### src/rtl/inst_loader_if.sv
// Program-load bus between the serial byte source and the instruction loader.
// Groups the byte handshake, the reload request and every loader output that
// drives the instruction memory.
//   master : byte source / controller side (drives rx_data, rx_valid, start)
//   slave  : loader side (drives rx_ready, inst_in, we, stall, reset_pc,
//            mode, load_done, error)
interface inst_loader_if #(
  parameter int INST_WIDTH = 32
);
  logic [7:0]            rx_data;
  logic                  rx_valid;
  logic                  rx_ready;
  logic                  start;
  logic [INST_WIDTH-1:0] inst_in;
  logic                  we;
  logic                  stall;
  logic                  reset_pc;
  logic                  mode;
  logic                  load_done;
  logic                  error;

  modport master (
    output rx_data, rx_valid, start,
    input  rx_ready, inst_in, we, stall, reset_pc, mode, load_done, error
  );

  modport slave (
    input  rx_data, rx_valid, start,
    output rx_ready, inst_in, we, stall, reset_pc, mode, load_done, error
  );
endinterface

### src/rtl/inst_loader.sv
// Instruction loader: receives a program over a byte stream and writes it into
// the instruction memory, then releases the core.
// Stream format: 4-byte big-endian word count N, followed by N big-endian
// 32-bit instruction words.
// Ports:
//   clk   : single clock, rising edge
//   reset : asynchronous active-high reset
//   bus   : inst_loader_if.slave
//             rx_data/rx_valid/rx_ready : byte handshake (transfer on valid&&ready)
//             start     : reload request, honoured only while executing
//             inst_in   : assembled word to instruction memory
//             we        : instruction memory write enable
//             stall     : instruction memory PC hold
//             reset_pc  : force instruction memory PC to 0
//             mode      : 0 = load, 1 = execute
//             load_done : program loaded, core running
//             error     : header word count exceeds memory depth
module inst_loader #(
  parameter int INST_WIDTH     = 32,
  parameter int INST_MEM_WIDTH = 15
) (
  input logic          clk,
  input logic          reset,
  inst_loader_if.slave bus
);

  typedef enum logic [2:0] {
    CLR,
    HDR,
    BYTES,
    WRITE,
    FIN,
    EXEC,
    ERR
  } state_t;

  localparam logic [31:0]             DEPTH    = 32'd1 << INST_MEM_WIDTH;
  localparam logic [INST_MEM_WIDTH:0] ONE_WORD = (INST_MEM_WIDTH + 1)'(1);

  state_t                  state_q, state_d;
  logic [1:0]              byte_cnt_q, byte_cnt_d;
  logic [23:0]             shift_q, shift_d;
  logic [INST_MEM_WIDTH:0] remaining_q, remaining_d;
  logic [INST_WIDTH-1:0]   inst_q, inst_d;
  logic [31:0]             word;
  logic                    xfer;

  logic reset_pc_q, reset_pc_d;
  logic stall_q, stall_d;
  logic we_q, we_d;
  logic rx_ready_q, rx_ready_d;
  logic mode_q, mode_d;
  logic load_done_q, load_done_d;
  logic error_q, error_d;

  assign xfer = bus.rx_valid && rx_ready_q;
  // Three buffered bytes plus the byte on the bus form the complete word on
  // the cycle the fourth byte is transferred.
  assign word = {shift_q, bus.rx_data};

  // Next state, datapath and output decode
  always_comb begin
    state_d     = state_q;
    byte_cnt_d  = byte_cnt_q;
    shift_d     = shift_q;
    remaining_d = remaining_q;
    inst_d      = inst_q;

    case (state_q)
      CLR: begin
        byte_cnt_d = '0;
        state_d    = HDR;
      end
      HDR: begin
        if (xfer) begin
          byte_cnt_d = byte_cnt_q + 2'd1;
          shift_d    = {shift_q[15:0], bus.rx_data};
          if (byte_cnt_q == 2'd3) begin
            if (word == 32'd0) begin
              state_d = FIN;
            end else if (word > DEPTH) begin
              state_d = ERR;
            end else begin
              remaining_d = word[INST_MEM_WIDTH:0];
              state_d     = BYTES;
            end
          end
        end
      end
      BYTES: begin
        if (xfer) begin
          byte_cnt_d = byte_cnt_q + 2'd1;
          shift_d    = {shift_q[15:0], bus.rx_data};
          if (byte_cnt_q == 2'd3) begin
            inst_d  = word;
            state_d = WRITE;
          end
        end
      end
      WRITE: begin
        remaining_d = remaining_q - ONE_WORD;
        state_d     = (remaining_q == ONE_WORD) ? FIN : BYTES;
      end
      FIN: begin
        state_d = EXEC;
      end
      EXEC: begin
        if (bus.start) begin
          state_d = CLR;
        end
      end
      ERR: begin
        state_d = ERR;
      end
      default: begin
        state_d = ERR;
      end
    endcase

    // Outputs are a decode of the state being entered, so they are registered
    // together with it and line up cycle-for-cycle with the state.
    reset_pc_d  = (state_d == CLR) || (state_d == FIN);
    stall_d     = !((state_d == WRITE) || (state_d == EXEC));
    we_d        = (state_d == WRITE);
    rx_ready_d  = (state_d == HDR) || (state_d == BYTES);
    mode_d      = (state_d == EXEC);
    load_done_d = (state_d == EXEC);
    error_d     = (state_d == ERR);
  end

  // State, counters and registered outputs
  always_ff @(posedge clk or posedge reset) begin
    if (reset) begin
      state_q     <= CLR;
      byte_cnt_q  <= '0;
      remaining_q <= '0;
      inst_q      <= '0;
      reset_pc_q  <= 1'b1;
      stall_q     <= 1'b1;
      we_q        <= 1'b0;
      rx_ready_q  <= 1'b0;
      mode_q      <= 1'b0;
      load_done_q <= 1'b0;
      error_q     <= 1'b0;
    end else begin
      state_q     <= state_d;
      byte_cnt_q  <= byte_cnt_d;
      remaining_q <= remaining_d;
      inst_q      <= inst_d;
      reset_pc_q  <= reset_pc_d;
      stall_q     <= stall_d;
      we_q        <= we_d;
      rx_ready_q  <= rx_ready_d;
      mode_q      <= mode_d;
      load_done_q <= load_done_d;
      error_q     <= error_d;
    end
  end

  // Byte buffer: every byte is shifted in again after the counter restarts,
  // so stale contents never reach a completed word.
  always_ff @(posedge clk) begin
    shift_q <= shift_d;
  end

  assign bus.inst_in   = inst_q;
  assign bus.we        = we_q;
  assign bus.stall     = stall_q;
  assign bus.reset_pc  = reset_pc_q;
  assign bus.rx_ready  = rx_ready_q;
  assign bus.mode      = mode_q;
  assign bus.load_done = load_done_q;
  assign bus.error     = error_q;

endmodule
### src/flat_wrapper.sv
// flat-port wrapper written by rule: the top's interface ports become plain ports
module inst_loader_flat 
#(
  parameter int INST_WIDTH     = 32,
  parameter int INST_MEM_WIDTH = 15
)
  (clk, reset, bus_rx_data, bus_rx_valid, bus_start, bus_rx_ready, bus_inst_in, bus_we, bus_stall, bus_reset_pc, bus_mode, bus_load_done, bus_error);
  inst_loader_if #(.INST_WIDTH(INST_WIDTH)) bus_i ();
  input logic clk;
  input logic reset;
  input wire logic [$bits(bus_i.rx_data)-1:0] bus_rx_data;
  input wire logic [$bits(bus_i.rx_valid)-1:0] bus_rx_valid;
  input wire logic [$bits(bus_i.start)-1:0] bus_start;
  output wire logic [$bits(bus_i.rx_ready)-1:0] bus_rx_ready;
  output wire logic [$bits(bus_i.inst_in)-1:0] bus_inst_in;
  output wire logic [$bits(bus_i.we)-1:0] bus_we;
  output wire logic [$bits(bus_i.stall)-1:0] bus_stall;
  output wire logic [$bits(bus_i.reset_pc)-1:0] bus_reset_pc;
  output wire logic [$bits(bus_i.mode)-1:0] bus_mode;
  output wire logic [$bits(bus_i.load_done)-1:0] bus_load_done;
  output wire logic [$bits(bus_i.error)-1:0] bus_error;
  assign bus_i.rx_data = bus_rx_data;
  assign bus_i.rx_valid = bus_rx_valid;
  assign bus_i.start = bus_start;
  assign bus_rx_ready = bus_i.rx_ready;
  assign bus_inst_in = bus_i.inst_in;
  assign bus_we = bus_i.we;
  assign bus_stall = bus_i.stall;
  assign bus_reset_pc = bus_i.reset_pc;
  assign bus_mode = bus_i.mode;
  assign bus_load_done = bus_i.load_done;
  assign bus_error = bus_i.error;
  inst_loader #(.INST_WIDTH(INST_WIDTH), .INST_MEM_WIDTH(INST_MEM_WIDTH)) u_core (.clk(clk), .reset(reset), .bus(bus_i));
endmodule
### config.mk
export PLATFORM = sky130hd
export DESIGN_NAME = inst_loader_flat
export DESIGN_NICKNAME = d
export VERILOG_FILES = /design/src/rtl/inst_loader_if.sv /design/src/rtl/inst_loader.sv /design/src/flat_wrapper.sv
export SDC_FILE = /design/constraint.sdc
export NUM_CORES = 1
export LEC_CHECK = 0
export CORE_ASPECT_RATIO = 0.7
export CORE_MARGIN = 3
export CORE_UTILIZATION = 33
export DETAILED_ROUTE_END_ITERATION = 10
export MAX_ROUTING_LAYER = met4
export SYNTH_ARGS = -nofsm -noshare
export SYNTH_HDL_FRONTEND = slang
export SYNTH_SLANG_ARGS = --single-unit
### constraint.sdc
create_clock -name clk -period 5.93 [get_ports clk]
set_input_delay 1.186 -clock clk [delete_from_list [all_inputs] [get_ports clk]]
set_output_delay 1.186 -clock clk [all_outputs]
set_load 0.05 [all_outputs]
==> flow_summary.json, run 1 <==
{
  "hold_viol": 0,
  "layout_common_cells": "57 x dfrtp_1, 50 x clkdlybuf4s50_1, 33 x mux2_2, 24 x edfxtp_1, 19 x nor2_1",
  "hp-class": "flip-flop to flip-flop",
  "clk_pin_slew_ps": 60,
  "max_slew.worst_pin.slew_ps": 901.9,
  "port_buffers": 50,
  "status": "finished, final reports clean",
  "post-route-period-util_pct": 60.40,
  "multi_input_area_sq_um": 1308,
  "start_util_pct": 34.23,
  "wire_per_inst_um": 17.05,
  "grt_max_degree": 60,
  "post-route-min-period_ps": 3582,
  "cts_setup_buffers": 0,
  "fin_worst_skew_ps": 5.767,
  "dr.first_iter.drc_count": 165,
  "grt_overflow_total": 0,
  "rsz0062_at_grt": "no",
  "p_switching_uw": 223.0,
  "clock_latency_ps": 330,
  "cts_root_buffer": "clkbuf_16",
  "syn_area_sq_um": 3585,
  "clkPwrFrac_pct": 47.4,
  "seq_area_frac_synth_pct": 61.36,
  "drt_first_pass_iters": 4,
  "synthTopCellsByArea": "dfrtp_1 40%, edfxtp_1 20%, mux2_2 10%",
  "crit_fanout": 8,
  "cp.required_ps": 6120,
  "grt_pass1_vias": 2419,
  "clock-sinks": 83,
  "synth_top_area_share_pct": 39.79,
  "num_antenna_cells": 0,
  "pwr-share-comb_pct": 1.8,
  "ios": 51,
  "critPathTopFamily": "simple AND/OR/NAND/NOR gates",
  "die_w_um": 130.6,
  "endpoint_kind": "flip-flop",
  "drc": 0,
  "finalNetCount": 345,
  "path_buf_inv": 1,
  "core-area_sq_um": 10470,
  "power_density_nw_per_um2": 255.8,
  "hold_buffers": 0,
  "worstPathArrival_ps": 3780,
  "leakagePower_uw": 0.001735,
  "worstSetupPathType": "input port to flip-flop",
  "ant_nets": 0,
  "drt-total-wl_um": 7963,
  "synthFlopType": "dfrtp_1",
  "grtUsageTotal_pct": 13.85,
  "maxCapViolations": 0,
  "tns_ps": 0,
  "p_sw_share_pct": 19.32,
  "final_common_cell": "dfrtp_1",
  "grt_pass1_wl_um": 12630,
  "rows": 31,
  "fmax_mhz": 279.2,
  "ctsResizeCount": 0,
  "vias_per_cell": 5.289,
  "h-tree-depth": 3,
  "cts_tree": "yes",
  "max-clock-path-buffers": 2,
  "yosysTopAreaCell": "dfrtp_1",
  "die_area_sq_um": 12170,
  "via_count": 2470,
  "final_util_pct": 43.11,
  "ys_types": 53,
  "dpl.hpwl_um": 5573,
  "report.final.slew_viol_count": 0,
  "area_growth_pct": 25.93,
  "finalSetupViolations": 0,
  "ys_warn_count": 0,
  "synthesis.nets": 295,
  "cpMaxStageDelayCell": "xor2_1",
  "async_flop_share_pct": 71.08,
  "seq_power_share_pct": 50.9,
  "gp_congestion": 0.8476,
  "numCtsBuffers": 9,
  "antenna_found_initial": 0,
  "syn_inst": 280,
  "seqCellArea_sq_um": 2200,
  "ir_drop_mv": 0.1455,
  "fill_cells": 963,
  "die_h_um": 93.20,
  "slew_headroom_pct": 39.44,
  "path_cells": "clkdlybuf4s50_1, nor4_1, nand4_1, xor2_1, nand3_1, a2111oi_0",
  "crit_path_start_kind": "input port",
  "critPathMaxStageDelay_ps": 570,
  "internal-power_uw": 931.6,
  "yosys_register_bits": 83,
  "layout-drive-gt1-share_pct": 18.21,
  "avgSynthCellArea_sq_um": 12.80,
  "synth_edf_count": 24
}
==> layer usage <==
| metal | share of wire (%) | wire (um) | GRT usage (%) |
|---|---|---|---|
| met5 | 0 | 0 | - |
| met4 | 0.16 | 13 | 3.168 |
| met3 | 6.2 | 496 | 4.053 |
| met2 | 45 | 3554 | 18.97 |
| met1 | 49 | 3897 | 20.26 |
==> cell usage after synthesis, drive strengths merged (7+ instances only) <==
library cell  number
dfrtp             57
mux2              33
edfxtp            24
nor2              20
nor4              18
a21oi             10
a211oi             8
clkbuf             8
nor3               8
o21ai              7
==> cell type report <==
type | instances | area share, %
clock buffers | 12 | 5.460
clock inverters | 4 | 1.109
inverters | 6 | 0.4989
multi-input cells | 177 | 28.96
flip-flops and latches | 83 | 48.73
well taps | 132 | 3.659
repair buffers | 53 | 11.59
==> cells by family after synthesis <==
family          share of synthesized area (%)
simple gates                            14.35
buf+inv                                 2.339
compound gates                          9.495
mux                                     10.37
fa+ha+maj                               1.606
flops                                   61.36
xor+xnor                               0.4887
==> metrics by stage <==
step | hold WS [ps] | cell area (sq um) | power, uW | setup WS, ps | std cells
after detailed placement | 471.7 | 4218 | 619.3 | 2088 | 451
after global placement | 469.9 | 4218 | 618.9 | 2173 | 451
after CTS | 488.9 | 4514 | 1177 | 2398 | 467
after global routing | 499.5 | 4514 | 1205 | 2104 | 467
final | 483.0 | 4514 | 1155 | 2348 | 467
after floorplan | 444.4 | 3585 | 604.7 | 3006 | 280
==> sequential cells by signal, summed over array words and instances, names as in the netlist, 2 cells and up <==
name,flops
u_core.shift_q,24
u_core.bus.inst_in,32
u_core.remaining_q,16
u_core.state_q,3
u_core.byte_cnt_q,2
==> worst paths after layout <==
| kind | start | to | slack [ps] | cells after the start |
|---|---|---|---|---|
| max in group asynchronous | reset | u_core.bus.inst_in[11] | 4020 | 3 |
| worst min-delay path | u_core.shift_q[13] | u_core.shift_q[21] | 480 | 0 |
| min in group asynchronous | reset | u_core.bus.inst_in[26] | 1400 | 3 |
| worst max-delay path | bus_rx_data[4] | u_core.remaining_q[12] | 2350 | 6 |
| worst min register to register | u_core.shift_q[13] | u_core.shift_q[21] | 480 | 0 |
| worst max register to register | u_core.shift_q[14] | u_core.bus.rx_ready | 3100 | 5 |
==> power by group through the flow <==
stage	logic (uW)	registers [uW]	clock network (uW)
finish	20.4	587	547
global route	23.3	587	595
CTS	21.3	587	568
detailed placement	21.1	598	0
global placement	20.7	598	0
floorplan	6.40	598	0
Power figures use the tool's default switching activity.
==> run 2, diff against run 1 <==
==> constraint.sdc (replaced) <==
create_clock -name clk -period 3.34 [get_ports clk]
set_input_delay 0.668 -clock clk [delete_from_list [all_inputs] [get_ports clk]]
set_output_delay 0.668 -clock clk [all_outputs]
set_load 0.05 [all_outputs]
==> run 2 against run 1 <==
Net effect:
- critical path depth did not move
- largest cell class unchanged
- total power rose by 78%
- worst hold slack improved by 4.4 ps
- highest routed layer unchanged
- sequential share of layout area fell by 0.52 points
- non-clock buffer count rose by 7
- wire length rose by 5.6%
- combinational power rose by 81%
- via count rose by 2.4%
- register-to-register slack got worse by 2200 ps
- core utilization rose by 0.47 points
- clock power rose by 78%
==> flow_summary.json, run 2 (synthesis results as in run 1) <==
{
  "via_count": 2529,
  "worstSetupPathType": "input port to flip-flop",
  "grtUsageTotal_pct": 14.96,
  "wire_per_inst_um": 17.73,
  "r2r_slack_ps": 890,
  "path_cells": "clkdlybuf4s50_1, nor4_1, nand4_1, or4_1, a21oi_1, nor2b_1",
  "finalSetupViolations": 0,
  "area_growth_pct": 27.30,
  "die_area_sq_um": 12170,
  "finalWorstSetupSlack_ps": 667.5,
  "rsz0062_at_grt": "no",
  "slew_headroom_pct": 53.66,
  "layout-drive-gt1-share_pct": 20.47,
  "grt_pass1_vias": 2482,
  "ios": 51,
  "h-tree-depth": 3,
  "dpl.hpwl_um": 5899,
  "numCtsBuffers": 9,
  "core-area_sq_um": 10470,
  "ctsResizeCount": 0,
  "hp-class": "flip-flop to flip-flop",
  "cts_root_buffer": "clkbuf_16",
  "fmax_mhz": 374.2,
  "endpoint_kind": "flip-flop",
  "cts_setup_buffers": 0,
  "num_antenna_cells": 0,
  "crit_path_start_kind": "input port",
  "port_buffers": 50,
  "drt-total-wl_um": 8406,
  "vias_per_cell": 5.335,
  "post-route-min-period_ps": 2673,
  "crit_fanout": 4,
  "cts_tree": "yes",
  "leakagePower_uw": 0.001780,
  "clk_pin_slew_ps": 60,
  "ant_nets": 0,
  "power_density_nw_per_um2": 449.3,
  "status": "finished, final reports clean",
  "grt_overflow_total": 0,
  "dr.first_iter.drc_count": 199,
  "worstPathArrival_ps": 2930,
  "cp.required_ps": 3600,
  "report.final.slew_viol_count": 0,
  "cpMaxStageDelayCell": "or4_1",
  "start_util_pct": 34.23,
  "max_slew.worst_pin.slew_ps": 689.8,
  "ir_drop_mv": 0.2280,
  "pre_cts_slack_ps": 411.7,
  "die_h_um": 93.20,
  "maxCapViolations": 0,
  "clock-sinks": 83,
  "drt_first_pass_iters": 4,
  "grt_pass1_wl_um": 13510,
  "die_w_um": 130.6,
  "max-clock-path-buffers": 2,
  "antenna_found_initial": 0,
  "gp_congestion": 0.8232,
  "grt_max_degree": 38,
  "fin_worst_skew_ps": 6.917,
  "drc": 0,
  "rows": 31,
  "tns_ps": 0,
  "final_common_cell": "dfrtp_1",
  "layout_common_cells": "57 x dfrtp_1, 50 x clkdlybuf4s50_1, 33 x mux2_2, 24 x edfxtp_1, 19 x nor2_1",
  "largest_reg_flops": 32,
  "post-route-period-util_pct": 80.02,
  "finalNetCount": 352,
  "hold_buffers": 0,
  "clock_latency_ps": 340,
  "hold_viol": 0,
  "critPathMaxStageDelay_ps": 570
}
run 2: cell count changes in the layout (fill, tap and decap cells not counted):
cell and delta:
clkbuf_8 -1, clkinvlp_4 -2, clkinv_4 +1, buf_4 +7
inv_6 +1, clkinv_2 +3, clkbuf_1 -2
run 2: cell type report:
cell class / count / area [sq um]
Fill cell: 968 / 5909
Sequential cell: 83 / 2200
Multi-Input combinational cell: 177 / 1308
Timing Repair Buffer: 60 / 575.6
Clock buffer: 9 / 225.2
Tap cell: 132 / 165.2
Clock inverter: 7 / 67.56
Inverter: 6 / 22.52
run 2: through the flow:
step	util, %	power [uW]	hold WS, ps	cell area (sq um)	std cells
floorplan	-	1074	444.4	3585	280
CTS	43.57	2088	486.1	4563	474
detailed placement	40.78	1101	466.8	4270	458
finish	43.57	2050	487.4	4563	474
global placement	40.78	1100	473.1	4270	458
global route	43.57	2133	511.9	4563	474
run 2: power breakdown:
group,internal [uW],switching [uW],total [uW]
sequential,1040,0,1040
combinational,13.8,23.1,36.9
clock,577,394,971
run 2: path summary, 6_finish.rpt:
path / start / to / cells past startpoint
setup / recovery: bus_rx_data[6] / u_core.bus.reset_pc / 6
hold / removal: u_core.shift_q[10] / u_core.shift_q[18] / 0
setup reg to reg: u_core.state_q[1] / u_core.remaining_q[13] / 5
hold reg to reg: u_core.shift_q[10] / u_core.shift_q[18] / 0
max in group asynchronous: reset / u_core.remaining_q[10] / 3
min in group asynchronous: reset / u_core.state_q[1] / 3
run 2: worst max-delay path: cells and delay by family:
| kind | cells | cell delay, ps |
|---|---|---|
| compound gates | 1 | 290 |
| buf+inv | 1 | 500 |
| simple gates | 4 | 1480 |
run 2: layer usage:
layer | global-route usage (%) | share of wire, % | up-vias | wire length [um]
li1 | - | - | 1188 | -
met1 | 21.68 | 48 | 1257 | 4015
met2 | 20.59 | 45 | 82 | 3821
met3 | 3.995 | 6.7 | 2 | 561
met4 | 4.366 | 0.095 | 0 | 8
met5 | - | 0 | - | 0
